===== src/rtl/axi_lite_prefetch_reader_pkg.sv =====
// Shared AXI response codes and FSM state types
// for the prefetching AXI4-Lite reader.
package axi_reader_pkg;

  localparam logic [1:0] RESP_OKAY   = 2'b00;
  localparam logic [1:0] RESP_EXOKAY = 2'b01;
  localparam logic [1:0] RESP_SLVERR = 2'b10;
  localparam logic [1:0] RESP_DECERR = 2'b11;

  typedef enum logic [1:0] {
    R_IDLE,
    R_ADDR,
    R_DATA
  } rd_state_t;

  typedef enum logic [1:0] {
    W_IDLE,
    W_SEND,
    W_RESP
  } wr_state_t;

endpackage


===== src/rtl/axi_lite_prefetch_reader_fifo.sv =====
// Synchronous word FIFO with flush; head word is
// visible combinationally (first-word-fall-through).
module sync_word_fifo #(
  parameter int WIDTH = 32,
  parameter int DEPTH = 4,
  localparam int AW = $clog2(DEPTH)
) (
  input  logic             i_clk,
  input  logic             i_rst,
  input  logic             i_push,
  input  logic [WIDTH-1:0] i_din,
  input  logic             i_pop,
  input  logic             i_flush,
  output logic [WIDTH-1:0] o_dout,
  output logic             o_full,
  output logic             o_empty,
  output logic [AW:0]      o_count
);

  logic [WIDTH-1:0] r_mem [DEPTH];
  logic [AW-1:0]    r_wptr;
  logic [AW-1:0]    r_rptr;
  logic [AW:0]      r_count;
  logic             w_push;
  logic             w_pop;

  assign o_empty = (r_count == '0);
  assign o_full  = (r_count == (AW+1)'(DEPTH));
  assign o_count = r_count;
  assign o_dout  = r_mem[r_rptr];

  assign w_pop  = i_pop && !i_flush && !o_empty;
  assign w_push = i_push && !i_flush && (!o_full || w_pop);

  always_ff @(posedge i_clk) begin
    if (w_push) r_mem[r_wptr] <= i_din;
  end

  always_ff @(posedge i_clk) begin
    if (i_rst || i_flush) begin
      r_wptr  <= '0;
      r_rptr  <= '0;
      r_count <= '0;
    end else begin
      if (w_push) r_wptr <= r_wptr + 1'b1;
      if (w_pop)  r_rptr <= r_rptr + 1'b1;
      unique case ({w_push, w_pop})
        2'b10:   r_count <= r_count + 1'b1;
        2'b01:   r_count <= r_count - 1'b1;
        default: r_count <= r_count;
      endcase
    end
  end

endmodule


===== src/rtl/axi_lite_prefetch_reader.sv =====
// AXI4-Lite master: prefetches words into a FIFO served
// one byte lane per pop, and writes winner IDs back.
module axi_lite_prefetch_reader
  import axi_reader_pkg::*;
#(
  parameter int                 ADDR_W     = 4,
  parameter int                 DATA_W     = 32,
  parameter int                 BYTE_W     = 8,
  parameter int                 ID_W       = 5,
  parameter int                 FIFO_DEPTH = 4,
  parameter logic [ADDR_W-1:0]  RD_ADDR    = 'h0,
  parameter logic [ADDR_W-1:0]  WR_ADDR    = 'h4
) (
  input  logic                  m_axi_aclk,
  input  logic                  m_axi_areset,
  output logic                  m_axi_awvalid,
  input  logic                  m_axi_awready,
  output logic [ADDR_W-1:0]     m_axi_awaddr,
  output logic                  m_axi_wvalid,
  input  logic                  m_axi_wready,
  output logic [DATA_W-1:0]     m_axi_wdata,
  output logic [DATA_W/8-1:0]   m_axi_wstrb,
  input  logic                  m_axi_bvalid,
  output logic                  m_axi_bready,
  input  logic [1:0]            m_axi_bresp,
  output logic                  m_axi_arvalid,
  input  logic                  m_axi_arready,
  output logic [ADDR_W-1:0]     m_axi_araddr,
  input  logic                  m_axi_rvalid,
  output logic                  m_axi_rready,
  input  logic [DATA_W-1:0]     m_axi_rdata,
  input  logic [1:0]            m_axi_rresp,
  input  logic                  enable,
  input  logic                  flush,
  input  logic                  read_signal,
  output logic                  read_valid,
  output logic [BYTE_W-1:0]     out_data,
  input  logic                  infer_ready,
  input  logic [ID_W-1:0]       winner_ID,
  output logic                  wr_busy,
  output logic                  rd_err,
  output logic                  wr_err,
  output logic                  overrun
);

  localparam int LANES = DATA_W / BYTE_W;
  localparam int LW    = (LANES > 1) ? $clog2(LANES) : 1;
  localparam int CW    = $clog2(FIFO_DEPTH) + 1;

  rd_state_t         r_rstate;
  wr_state_t         r_wstate;
  logic              r_discard;
  logic [LW-1:0]     r_lane;
  logic [DATA_W-1:0] w_head;
  logic              w_full;
  logic              w_empty;
  logic [CW-1:0]     w_count;
  logic              w_lane_last;
  logic              w_pop_lane;
  logic              w_pop_word;
  logic              w_push;
  logic              w_issue;
  logic              w_aw_done;
  logic              w_w_done;
  logic [BYTE_W-1:0] w_lanes [LANES];

  assign read_valid  = !w_empty;
  assign wr_busy     = (r_wstate != W_IDLE);
  assign w_lane_last = (r_lane == LW'(LANES - 1));
  assign w_pop_lane  = read_signal && !w_empty && !flush;
  assign w_pop_word  = w_pop_lane && w_lane_last;
  assign w_push      = (r_rstate == R_DATA) && m_axi_rvalid
                    && (m_axi_rresp == RESP_OKAY) && !r_discard
                    && !flush && (!w_full || w_pop_word);
  // one outstanding read, so the FIFO count alone bounds the issue
  assign w_issue     = enable && !flush
                    && (int'(w_count) < FIFO_DEPTH);
  assign w_aw_done   = !m_axi_awvalid || m_axi_awready;
  assign w_w_done    = !m_axi_wvalid || m_axi_wready;

  for (genvar g = 0; g < LANES; g++) begin : g_lane
    assign w_lanes[g] = w_head[g*BYTE_W +: BYTE_W];
  end
  assign out_data = w_lanes[r_lane];

  sync_word_fifo #(
    .WIDTH (DATA_W),
    .DEPTH (FIFO_DEPTH)
  ) u_fifo (
    .i_clk   (m_axi_aclk),
    .i_rst   (m_axi_areset),
    .i_push  (w_push),
    .i_din   (m_axi_rdata),
    .i_pop   (w_pop_word),
    .i_flush (flush),
    .o_dout  (w_head),
    .o_full  (w_full),
    .o_empty (w_empty),
    .o_count (w_count)
  );

  always_ff @(posedge m_axi_aclk) begin
    if (m_axi_areset || flush) begin
      r_lane <= '0;
    end else if (w_pop_lane) begin
      r_lane <= w_lane_last ? '0 : r_lane + 1'b1;
    end
  end

  always_ff @(posedge m_axi_aclk) begin
    if (m_axi_areset) begin
      r_rstate      <= R_IDLE;
      m_axi_arvalid <= 1'b0;
      m_axi_araddr  <= '0;
      m_axi_rready  <= 1'b0;
      r_discard     <= 1'b0;
      rd_err        <= 1'b0;
    end else begin
      unique case (r_rstate)
        R_IDLE: if (w_issue) begin
          m_axi_arvalid <= 1'b1;
          m_axi_araddr  <= RD_ADDR;
          r_rstate      <= R_ADDR;
        end
        R_ADDR: if (m_axi_arready) begin
          m_axi_arvalid <= 1'b0;
          m_axi_rready  <= 1'b1;
          r_rstate      <= R_DATA;
        end
        R_DATA: if (m_axi_rvalid) begin
          m_axi_rready <= 1'b0;
          r_rstate     <= R_IDLE;
          if (m_axi_rresp != RESP_OKAY) rd_err <= 1'b1;
        end
        default: r_rstate <= R_IDLE;
      endcase
      if (r_rstate == R_DATA && m_axi_rvalid)
        r_discard <= 1'b0;
      else if (flush && r_rstate != R_IDLE)
        r_discard <= 1'b1;
    end
  end

  always_ff @(posedge m_axi_aclk) begin
    if (m_axi_areset) begin
      r_wstate      <= W_IDLE;
      m_axi_awvalid <= 1'b0;
      m_axi_awaddr  <= '0;
      m_axi_wvalid  <= 1'b0;
      m_axi_wdata   <= '0;
      m_axi_wstrb   <= '0;
      m_axi_bready  <= 1'b0;
      wr_err        <= 1'b0;
      overrun       <= 1'b0;
    end else begin
      if (infer_ready && r_wstate != W_IDLE) overrun <= 1'b1;
      unique case (r_wstate)
        W_IDLE: if (infer_ready) begin
          m_axi_awvalid <= 1'b1;
          m_axi_awaddr  <= WR_ADDR;
          m_axi_wvalid  <= 1'b1;
          m_axi_wdata   <= DATA_W'(winner_ID);
          m_axi_wstrb   <= '1;
          r_wstate      <= W_SEND;
        end
        W_SEND: begin
          if (m_axi_awready) m_axi_awvalid <= 1'b0;
          if (m_axi_wready)  m_axi_wvalid  <= 1'b0;
          if (w_aw_done && w_w_done) begin
            m_axi_bready <= 1'b1;
            r_wstate     <= W_RESP;
          end
        end
        W_RESP: if (m_axi_bvalid) begin
          m_axi_bready <= 1'b0;
          r_wstate     <= W_IDLE;
          if (m_axi_bresp != RESP_OKAY) wr_err <= 1'b1;
        end
        default: r_wstate <= W_IDLE;
      endcase
    end
  end

endmodule


===== config.mk =====
export PLATFORM = sky130hd
export DESIGN_NAME = axi_lite_prefetch_reader
export DESIGN_NICKNAME = d
export VERILOG_FILES = /design/src/rtl/axi_lite_prefetch_reader_pkg.sv /design/src/rtl/axi_lite_prefetch_reader_fifo.sv /design/src/rtl/axi_lite_prefetch_reader.sv
export SDC_FILE = /design/constraint.sdc
export NUM_CORES = 1
export LEC_CHECK = 0
export BUFFER_PORTS_ARGS = -buffer_cell sky130_fd_sc_hd__buf_2
export CORE_MARGIN = 3
export CORE_UTILIZATION = 50
export CTS_CLUSTER_DIAMETER = 30
export DETAILED_ROUTE_END_ITERATION = 16
export GPL_ROUTABILITY_DRIVEN = 0
export PLACE_DENSITY = 0.73
export SLEW_MARGIN = 20
export SYNTH_ARGS = -nofsm -noshare
export SYNTH_HDL_FRONTEND = slang
export SYNTH_SLANG_ARGS = --single-unit

===== constraint.sdc =====
create_clock -name m_axi_aclk -period 3.42 [get_ports m_axi_aclk]
set_input_delay 0.171 -clock m_axi_aclk [delete_from_list [all_inputs] [get_ports m_axi_aclk]]
set_output_delay 0.171 -clock m_axi_aclk [all_outputs]
set_load 0.02 [all_outputs]

==> impl_metrics.csv, run 1 <==
group,metric,value,unit
timing,tns,0,ns
setup_path,worst_ep_arrival_time,2.41,ns
power_and_ir_drop,peakVddDrop,0.317,mV
synthesis,ys_ff_latch,158,
die,placeableCoreArea,12300,sq um
synthesis,ys_types,40,
global_route,grt_pass1_wl,18.6,mm
setup_path,rr_startpoint,"u_fifo.o_count[2]",
routing,dr.first_iter.drc_count,274,
synthesis,async_reset_ff_share,0,%
synthesis,synth_area_leaders,"edfxtp_1 (60%), dfxtp_1 (9.3%), mux4_2 (8.4%)",
setup_path,start_kind,"flop",
timing,grt_setup_unrepaired,"no",
clocking,cts.sinks,158,
clocking,cts.hold.buffers_added,36,
setup_path,endpoint_kind,"output pin",
synthesis,synth_edf_count,128,
clocking,cts_tree,"done",
place,post-dp-hpwl,7.38,mm
worst_hold_path,hold_path.class,"input port to flop",
clocking,postCtsSetupBuffers,0,
die,initial_core_util,52.3,%
setup_path,cp.required,3.25,ns
layout,drive_gt1_share,28.1,%
timing,whs,0.0143,ns
routing,wl_per_cell,17.2,um
synthesis,syn_inst,384,
clocking,cts_buffers,17,
setup_path,path_max_fanout,18,
global_route,grt_pass1_vias,3748,
synthesis,yosysSeqAreaShare,69.0,%
synthesis,netlist_area,6440,sq um
die,dieWidth,120,um
synthesis,synthFlopType,"edfxtp_1",
timing,slew_violations,0,
timing,setup_viol,0,
global_route,antenna_found_initial,0,
place,portBuffers,79,
worst_hold_path,holdCritStartpoint,"winner_ID[3]",
global_route,track_usage,17.1,%
clocking,insertion_delay,0.42,ns
timing,max_slew_margin,39.3,%
layout,num_antenna_cells,0,
clocking,cts.repair.resized,0,
timing,final.min_clock_period,2.58,ns
routing,ant_nets,0,
die,io_pins,114,
clocking,clk_transition_reported_paths,0.06,ns
routing,via_per_inst,5.18,
synthesis,post-synth-top-area-fraction,59.6,%
routing,num_vias,3561,
status,outcome,"completed",
layout,syn2layout_area_growth,20.5,%
timing,clock.fmax,388,MHz
global_route,grt_max_degree,33,
clocking,cts_root_buf,"clkbuf_16",
timing,hold_viol,0,
place,pre_cts_slack,0.853,ns
routing,drt-total-wl,11.8,mm
die,die_h,120,um
synthesis,ys_warn_count,0,
die,rows,40,
global_route,overflow,0,
routing,remaining_drc_errors,0,
power_and_ir_drop,power_density,521,nW/um^2
job,cap_viol_max_count,0,
timing,min_period_over_period,75.5,%
timing,worst_pin_slew,0.908,ns
clocking,cts_buffer_depth,2,
timing,finalClockSkew,0.0121,ns
die,die-area,14300,sq um
timing,worst_slack,0.840,ns
setup_path,criticalPathCategory,"flop to output pin",
synthesis,synth_largest_area_cell,"edfxtp_1",
clocking,htreeDepth,4,
layout,finalNetCount,565,
synthesis,syn_area_per_cell,16.8,sq um
routing,first_pass_iters,4,
power_and_ir_drop,p_leak,0.00282,uW
-- critical path: stages, from the launching register on --
cell and delay, ns:
dfxtp_2 0.68, buf_12 0.27, mux4_2 0.51, a22oi_1 0.24, nand2_1 0.12, buf_2 0.18
-- power by group --
| part | total [uW] | switching, uW | internal [uW] |
|---|---|---|---|
| combinational | 211 | 126 | 84.6 |
| sequential | 2110 | 16.4 | 2090 |
| clock | 1730 | 772 | 956 |
-- placed cells by master (no fill, tap or decap), types with 8 or more instances in the layout --
cell,count
dlygate4sd3_1,36
a22oi_1,16
buf_2,79
mux4_1,8
conb_1,34
clkbuf_16,17
mux2i_1,8
dfxtp_1,29
inv_1,11
mux4_2,24
nor2_1,31
nand2_1,13
edfxtp_1,128
a21oi_1,13
-- per-stage QoR --
step	area, sq um	util, %	power [uW]	cells
floorplan	6570	-	2290	417
global route	7760	63.1	4190	687
detailed placement	6850	55.7	2330	619
CTS	7760	63.1	4080	687
global placement	6850	55.7	2320	619
finish	7760	63.1	4050	687
-- path summary, 6_finish.rpt --
kind                                     endpoint  slack, ns  depth (start not counted)
worst min register to register             rd_err       0.45                          2
worst max-delay path                  out_data[0]       0.84                          5
worst max register to register  u_fifo.o_count[2]       0.86                          9
worst min-delay path               m_axi_wdata[3]       0.01                          3
-- routing by layer --
metal	vias up	routed length [um]	global-route usage [%]
met2	132	6160	29.6
li1	1651	-	-
met3	6	773	4.62
met4	0	70	5.37
met5	-	0	0
met1	1772	4800	21.1
-- cell type report --
cell class / count / area (sq um)
clock buffer: 18 / 429
clock inverter: 14 / 123
fill: 919 / 4550
inverter: 11 / 41.3
multi-input combinational: 197 / 1700
sequential: 158 / 4450
tap: 168 / 210
timing repair buffer: 121 / 813
-- cell families (layout without fill, tap and decap cells) --
| logic type | count (synthesis) | in the layout | share of synthesized area [%] |
|---|---|---|---|
| fa+ha+maj | 7 | 7 | 1.48 |
| xor+xnor | 5 | 5 | 0.680 |
| mux | 40 | 40 | 12.9 |
| simple gates | 70 | 70 | 5.36 |
| other cells | 1 | 34 | 0.0582 |
| compound gates | 41 | 41 | 4.02 |
| buf+inv | 62 | 164 | 6.56 |
| flops | 158 | 158 | 69.0 |
-- cell usage after synthesis, drive strengths merged, types with 2 or more instances --
master and instances:
mux4 32, xnor2 2, a22oi 16, or3b 3, ha 6, or3 2, mux2i 8, buf 46
nor2 32, inv 11, nand2 13, and2 6, a21oi 13, clkbuf 2, clkdlybuf4s25 3, nor4 2
dfxtp 30, xor2 3, edfxtp 128, and3b 2, or2 2, o21ai 7, o21bai 2, nor2b 2
-- flip-flops by register name, summed over array words and instances, names as in the netlist, named ones only --
register	flops
u_fifo.r_mem	128
m_axi_rready	1
m_axi_awaddr	1
m_axi_wdata	5
u_fifo.r_wptr	2
r_discard	1
m_axi_arvalid	1
u_fifo.r_rptr	2
r_rstate	2
wr_err	1
r_lane	2
u_fifo.o_count	3
r_wstate	2
m_axi_wvalid	1
m_axi_bready	1
overrun	1
m_axi_awvalid	1
rd_err	1
No activity file was read; power rests on OpenSTA's default activity.
==> run 2: changes to the inputs <==
==> constraint.sdc (replaced) <==
create_clock -name m_axi_aclk -period 2.5 [get_ports m_axi_aclk]
set_input_delay 0.125 -clock m_axi_aclk [delete_from_list [all_inputs] [get_ports m_axi_aclk]]
set_output_delay 0.125 -clock m_axi_aclk [all_outputs]
set_load 0.02 [all_outputs]
==> run 2 against run 1 <==
Compared with the run above: clock power is 49% higher; utilization is 1.3 points higher; worst hold slack better by 0.0077 ns; global-route usage is 0.51 points higher; sequential power is 36% higher; sequential share of layout area is 1.1 points lower; first-iteration DRC count is 21% lower; non-clock buffer count is 12 higher; clock skew is 0.0056 ns lower; final area is 2.0% higher; via count is 1.2% higher.
==> impl_metrics.csv, run 2 (same netlist as run 1, synthesis figures left out) <==
group,metric,value,unit
setup_path,crit_chain,"or3b_2 > o211a_1 > inv_1 > ha_2 > inv_1 > fa_2 > xor2_1 > or3_1 > a21oi_1",
global_route,grt_pass1_wl,19.2,mm
routing,drt-total-wl,11.9,mm
die,placeableCoreArea,12300,sq um
routing,remaining_drc_errors,0,
die,die_h,120,um
layout,drive_gt1_share,29.6,%
setup_path,crit_path_max_incr_delay,0.44,ns
setup_path,rr_startpoint,"u_fifo.o_count[2]",
setup_path,reg2reg_slack,0.12,ns
timing,slew_violations,0,
power_and_ir_drop,p_seq_share,50.2,%
timing,tns,0,ns
layout,finalNetCount,577,
global_route,track_usage,17.6,%
setup_path,criticalPathCategory,"flop to flop",
clocking,cts_tree,"done",
setup_path,cp_top_family,"simple AND/OR/NAND/NOR gates",
setup_path,cp_slowest_cell,"or3b_2",
global_route,grt_pass1_vias,3796,
clocking,cts.sinks,158,
power_and_ir_drop,p_int,4560,uW
setup_path,critPathBufInv,2,
clocking,htreeDepth,4,
global_route,antenna_found_initial,0,
layout,syn2layout_area_growth,22.9,%
clocking,cts_root_buf,"clkbuf_16",
setup_path,cp.required,2.84,ns
worst_hold_path,whs_path_depth,3,
setup_path,start_kind,"flop",
die,initial_core_util,52.3,%
clocking,cts_buffers,17,
global_route,grt_max_degree,33,
die,die-area,14300,sq um
timing,grt_setup_unrepaired,"no",
setup_path,critPathMostFrequentCell,"inv_1",
power_and_ir_drop,power_density,726,nW/um^2
die,dieWidth,120,um
die,rows,40,
clocking,clk_transition_reported_paths,0.06,ns
power_and_ir_drop,peakVddDrop,0.505,mV
place,portBuffers,79,
power_and_ir_drop,switchingPower,1190,uW
timing,min_period_over_period,95.3,%
layout,num_antenna_cells,0,
power_and_ir_drop,p_leak,0.00289,uW
layout,largest_register,"u_fifo.r_mem",
layout,largest_reg_flops,128,
worst_hold_path,hold_path.class,"input port to flop",
status,outcome,"completed",
layout,mostFrequentLayoutCell,"edfxtp_1",
timing,finalClockSkew,0.00653,ns
job,cap_viol_max_count,0,
power_and_ir_drop,swShare,20.7,%
power_and_ir_drop,clkPwrFrac,44.7,%
place,post-dp-hpwl,7.38,mm
layout,nFillCells,889,
setup_path,crit_start,"u_fifo.o_count[2]",
setup_path,path_max_fanout,5,
setup_path,worst_ep_arrival_time,2.72,ns
die,io_pins,114,
setup_path,endpoint_kind,"flop",
worst_hold_path,holdCritStartpoint,"m_axi_arready",
clocking,insertion_delay,0.41,ns
timing,whs,0.0220,ns
routing,num_vias,3603,
clocking,cts_buffer_depth,2,
routing,via_per_inst,5.15,
timing,final.min_clock_period,2.38,ns
routing,wl_per_cell,17.0,um
global_route,overflow,0,
layout,final_cell_mix,"edfxtp_1 (128), buf_2 (79), dlygate4sd3_1 (40)",
power_and_ir_drop,power_frac_comb,5.1,%
setup_path,r2r_end,"u_fifo.o_count[2]",
routing,first_pass_iters,4,
timing,clock.fmax,420,MHz
timing,hold_viol,0,
routing,ant_nets,0,
routing,dr.first_iter.drc_count,216,
timing,setup_viol,0,
setup_path,r2r_cells,9,
worst_hold_path,holdPathEnd,"r_rstate[0]",
## run 2: per-stage QoR
stage               setup WS [ns]  power, uW  cells  utilization (%)  instance area, sq um
floorplan                   0.112       3130    417                -                  6570
global placement            0.122       3170    626             56.1                  6900
detailed placement         0.0439       3180    626             56.1                  6900
CTS                        0.0242       5780    698             64.2                  7900
global route               0.0389       5910    699             64.3                  7920
finish                      0.119       5750    699             64.3                  7920
## run 2: cell type report
cell class              instances  area, sq um  share of cell area (%)
clock buffers                  19          433                    5.47
clock inverters                13          165                    2.09
inverters                      11         41.3                   0.521
multi-input cells             197         1710                    21.5
flip-flops and latches        158         4450                    56.2
well taps                     168          210                    2.65
repair buffers                133          913                    11.5
## run 2: what timing repair did
action / 4_1_cts / 5_1_grt
endpoints found under the hold margin: 137 / 0
gates resized for setup: 0 / 5
buffers inserted: 0 / 1
hold buffers: 40 / 0
setup endpoints to repair: 0 / 4
## run 2: power groups by stage
stage               Combinational (uW)  Clock, uW  Sequential (uW)
CTS                                291       2610             2890
detailed placement                 241          0             2940
floorplan                          168          0             2960
finish                             293       2570             2880
global route                       320       2710             2890
global placement                   234          0             2940
## run 2: worst max-delay path by stage
stage	endpoint	slack [ns]	cells after the start
3_5_place_dp	u_fifo.o_count[2]	0.04	9
4_1_cts	u_fifo.o_count[2]	0.02	9
6_report	u_fifo.o_count[2]	0.12	9
2_1_floorplan	u_fifo.o_count[2]	0.11	9
3_3_place_gp	u_fifo.o_count[2]	0.12	9
5_1_grt	out_data[4]	0.04	5
## run 2: layer usage
metal | GRT usage [%] | up-vias | part of all wire (%)
met5 | 0 | - | 0
met4 | 5.58 | 0 | 1.2
met3 | 5.00 | 13 | 6.3
met2 | 30.3 | 133 | 51
met1 | 21.7 | 1781 | 41
li1 | - | 1676 | -
## run 2: worst register-to-register path, delay by kind of cell (launching register included)
family	cells	cell delay, ns
AOI/OAI and AO/OA	2	0.37
xor gates and xnor gates	1	0.16
adders and majority gates	2	0.55
buffers and inverters	2	0.12
DFF	1	0.36
and+or+nand+nor	2	0.74
==> run 3: changes to the inputs <==
--- a/config.mk
+++ b/config.mk
@@ -11,8 +11,9 @@
 export CTS_CLUSTER_DIAMETER = 30
 export DETAILED_ROUTE_END_ITERATION = 16
 export GPL_ROUTABILITY_DRIVEN = 0
-export PLACE_DENSITY = 0.73
+export PLACE_DENSITY = 0.79
 export SLEW_MARGIN = 20
 export SYNTH_ARGS = -nofsm -noshare
 export SYNTH_HDL_FRONTEND = slang
 export SYNTH_SLANG_ARGS = --single-unit
+export TNS_END_PERCENT = 5
==> run 3 against run 2 <==
Compared with the run above: non-clock buffer count unchanged; final area increased by 0.14%; critical path depth unchanged; power decreased by 1.7%; cell count unchanged; setup slack got worse by 0.017 ns; via count decreased by 0.61%; maximum frequency decreased by 0.70%; sequential share of layout area decreased by 0.080 points; critical path type unchanged; largest cell class unchanged; largest power group unchanged.
==> impl_metrics.csv, run 3 (same netlist as run 1, synthesis figures left out) <==
group,metric,value,unit
status,outcome,"completed",
timing,slew_violations,0,
setup_path,rr_startpoint,"u_fifo.o_count[2]",
setup_path,r2r_cells,9,
power_and_ir_drop,p_leak,0.00289,uW
die,io_pins,114,
timing,finalClockSkew,0.0114,ns
layout,final_cell_mix,"edfxtp_1 (128), buf_2 (79), dlygate4sd3_1 (41)",
layout,largest_reg_flops,128,
global_route,antenna_found_initial,0,
setup_path,cp.required,2.84,ns
setup_path,endpoint_kind,"flop",
global_route,grt_busiest_layer,"met2",
timing,hold_viol,0,
routing,first_pass_iters,5,
setup_path,criticalPathCategory,"flop to flop",
setup_path,crit_chain,"or3b_2 > o211a_1 > inv_2 > ha_4 > inv_1 > fa_2 > xor2_2 > or3_4 > a21oi_2",
routing,via_per_inst,5.12,
clocking,cts_buffers,17,
die,die_h,120,um
die,rows,40,
setup_path,crit_path_max_incr_delay,0.44,ns
timing,whs,0.0397,ns
routing,drt-total-wl,12.2,mm
power_and_ir_drop,power_density,712,nW/um^2
clocking,cts_tree,"done",
layout,mostFrequentLayoutCell,"edfxtp_1",
layout,largest_register,"u_fifo.r_mem",
setup_path,start_kind,"flop",
global_route,use_met2,30.4,%
global_route,track_usage,17.9,%
die,initial_core_util,52.3,%
setup_path,path_max_fanout,4,
timing,setup_viol,0,
setup_path,cp_slowest_cell,"or3b_2",
timing,final.min_clock_period,2.40,ns
timing,tns,0,ns
layout,syn2layout_area_growth,23.1,%
routing,remaining_drc_errors,0,
clocking,htreeDepth,4,
layout,drive_gt1_share,30.7,%
global_route,overflow,0,
routing,num_vias,3581,
routing,wl_per_cell,17.4,um
layout,finalNetCount,577,
layout,post-route-cell-area,7930,sq um
global_route,met1_usage,21.9,%
worst_hold_path,whs_path_depth,3,
timing,min_period_over_period,95.9,%
global_route,grt_pass1_wl,19.4,mm
clocking,cts_buffer_depth,2,
clocking,insertion_delay,0.42,ns
routing,ant_nets,0,
global_route,grtUsageMet3,6.17,%
global_route,grt_pass1_vias,3853,
routing,dr.first_iter.drc_count,212,
worst_hold_path,holdPathEnd,"r_discard",
die,placeableCoreArea,12300,sq um
worst_hold_path,holdCritStartpoint,"flush",
clocking,cts.sinks,158,
layout,num_antenna_cells,0,
worst_hold_path,hold_path.class,"input port to flop",
setup_path,worst_ep_arrival_time,2.74,ns
setup_path,r2r_end,"u_fifo.o_count[2]",
place,post-dp-hpwl,7.32,mm
global_route,grt_max_degree,33,
die,die-area,14300,sq um
job,cap_viol_max_count,0,
clocking,clk_transition_reported_paths,0.06,ns
clocking,cts_root_buf,"clkbuf_16",
power_and_ir_drop,peakVddDrop,0.567,mV
die,dieWidth,120,um
place,portBuffers,79,
setup_path,reg2reg_slack,0.10,ns
timing,clock.fmax,417,MHz
place,placed_area,6890,sq um
==> run 3: area by class of cell <==
class | count | area, sq um
clock buffers | 17 | 425
repair buffers | 133 | 916
inverters | 11 | 41.3
flip-flops and latches | 158 | 4450
well taps | 168 | 210
multi-input cells | 197 | 1730
fillers | 853 | 4380
clock inverters | 15 | 155
==> run 3: worst max-delay path: cells and delay by family, from the launching register on <==
family                   cells  cell delay (ns)
AND/OR/NAND/NOR              2             0.83
adder cells (fa/ha/maj)      2             0.49
AO/OA/AOI/OAI                2             0.38
flip-flops                   1             0.36
XOR/XNOR                     1             0.15
buffers and inverters        2             0.13
==> run 3: timing repair <==
action | in CTS | in global routing
endpoints found under the setup margin | 1 | 1
hold buffers | 41 | 0
endpoints found under the hold margin | 137 | 0
setup buffers | 0 | 2
pin swaps | 0 | 4
resized for setup | 2 | 8
==> run 3: worst max-delay path by stage <==
stage | cells after the start | start | to
after floorplan | 9 | u_fifo.o_count[2] | u_fifo.o_count[2]
after global placement | 9 | u_fifo.o_count[2] | u_fifo.o_count[2]
after detailed placement | 9 | u_fifo.o_count[2] | u_fifo.o_count[2]
after CTS | 9 | u_fifo.o_count[2] | u_fifo.o_count[2]
after global routing | 9 | u_fifo.o_count[2] | u_fifo.o_count[2]
final | 9 | u_fifo.o_count[2] | u_fifo.o_count[2]
==> run 3: per-stage QoR <==
step	instances	setup slack (ns)	utilization, %	total power, uW
after global routing	699	-0.0169	64.4	5830
after detailed placement	624	0.00653	56.0	3180
final	699	0.102	64.4	5650
after CTS	697	0.0133	64.0	5690
after floorplan	417	0.112	-	3130
after global placement	624	0.123	56.0	3170
==> run 3: routing by layer <==
| layer | vias to the layer above | wire [um] | part of all wire [%] |
|---|---|---|---|
| li1 | 1667 | - | - |
| met1 | 1749 | 4790 | 39 |
| met2 | 157 | 6490 | 53 |
| met3 | 8 | 791 | 6.5 |
| met4 | 0 | 85 | 0.70 |
| met5 | - | 0 | 0 |
==> run 3: power by group <==
group | internal (uW) | switching, uW
registers | 2860 | 21.3
clock network | 1400 | 1070
logic | 121 | 176
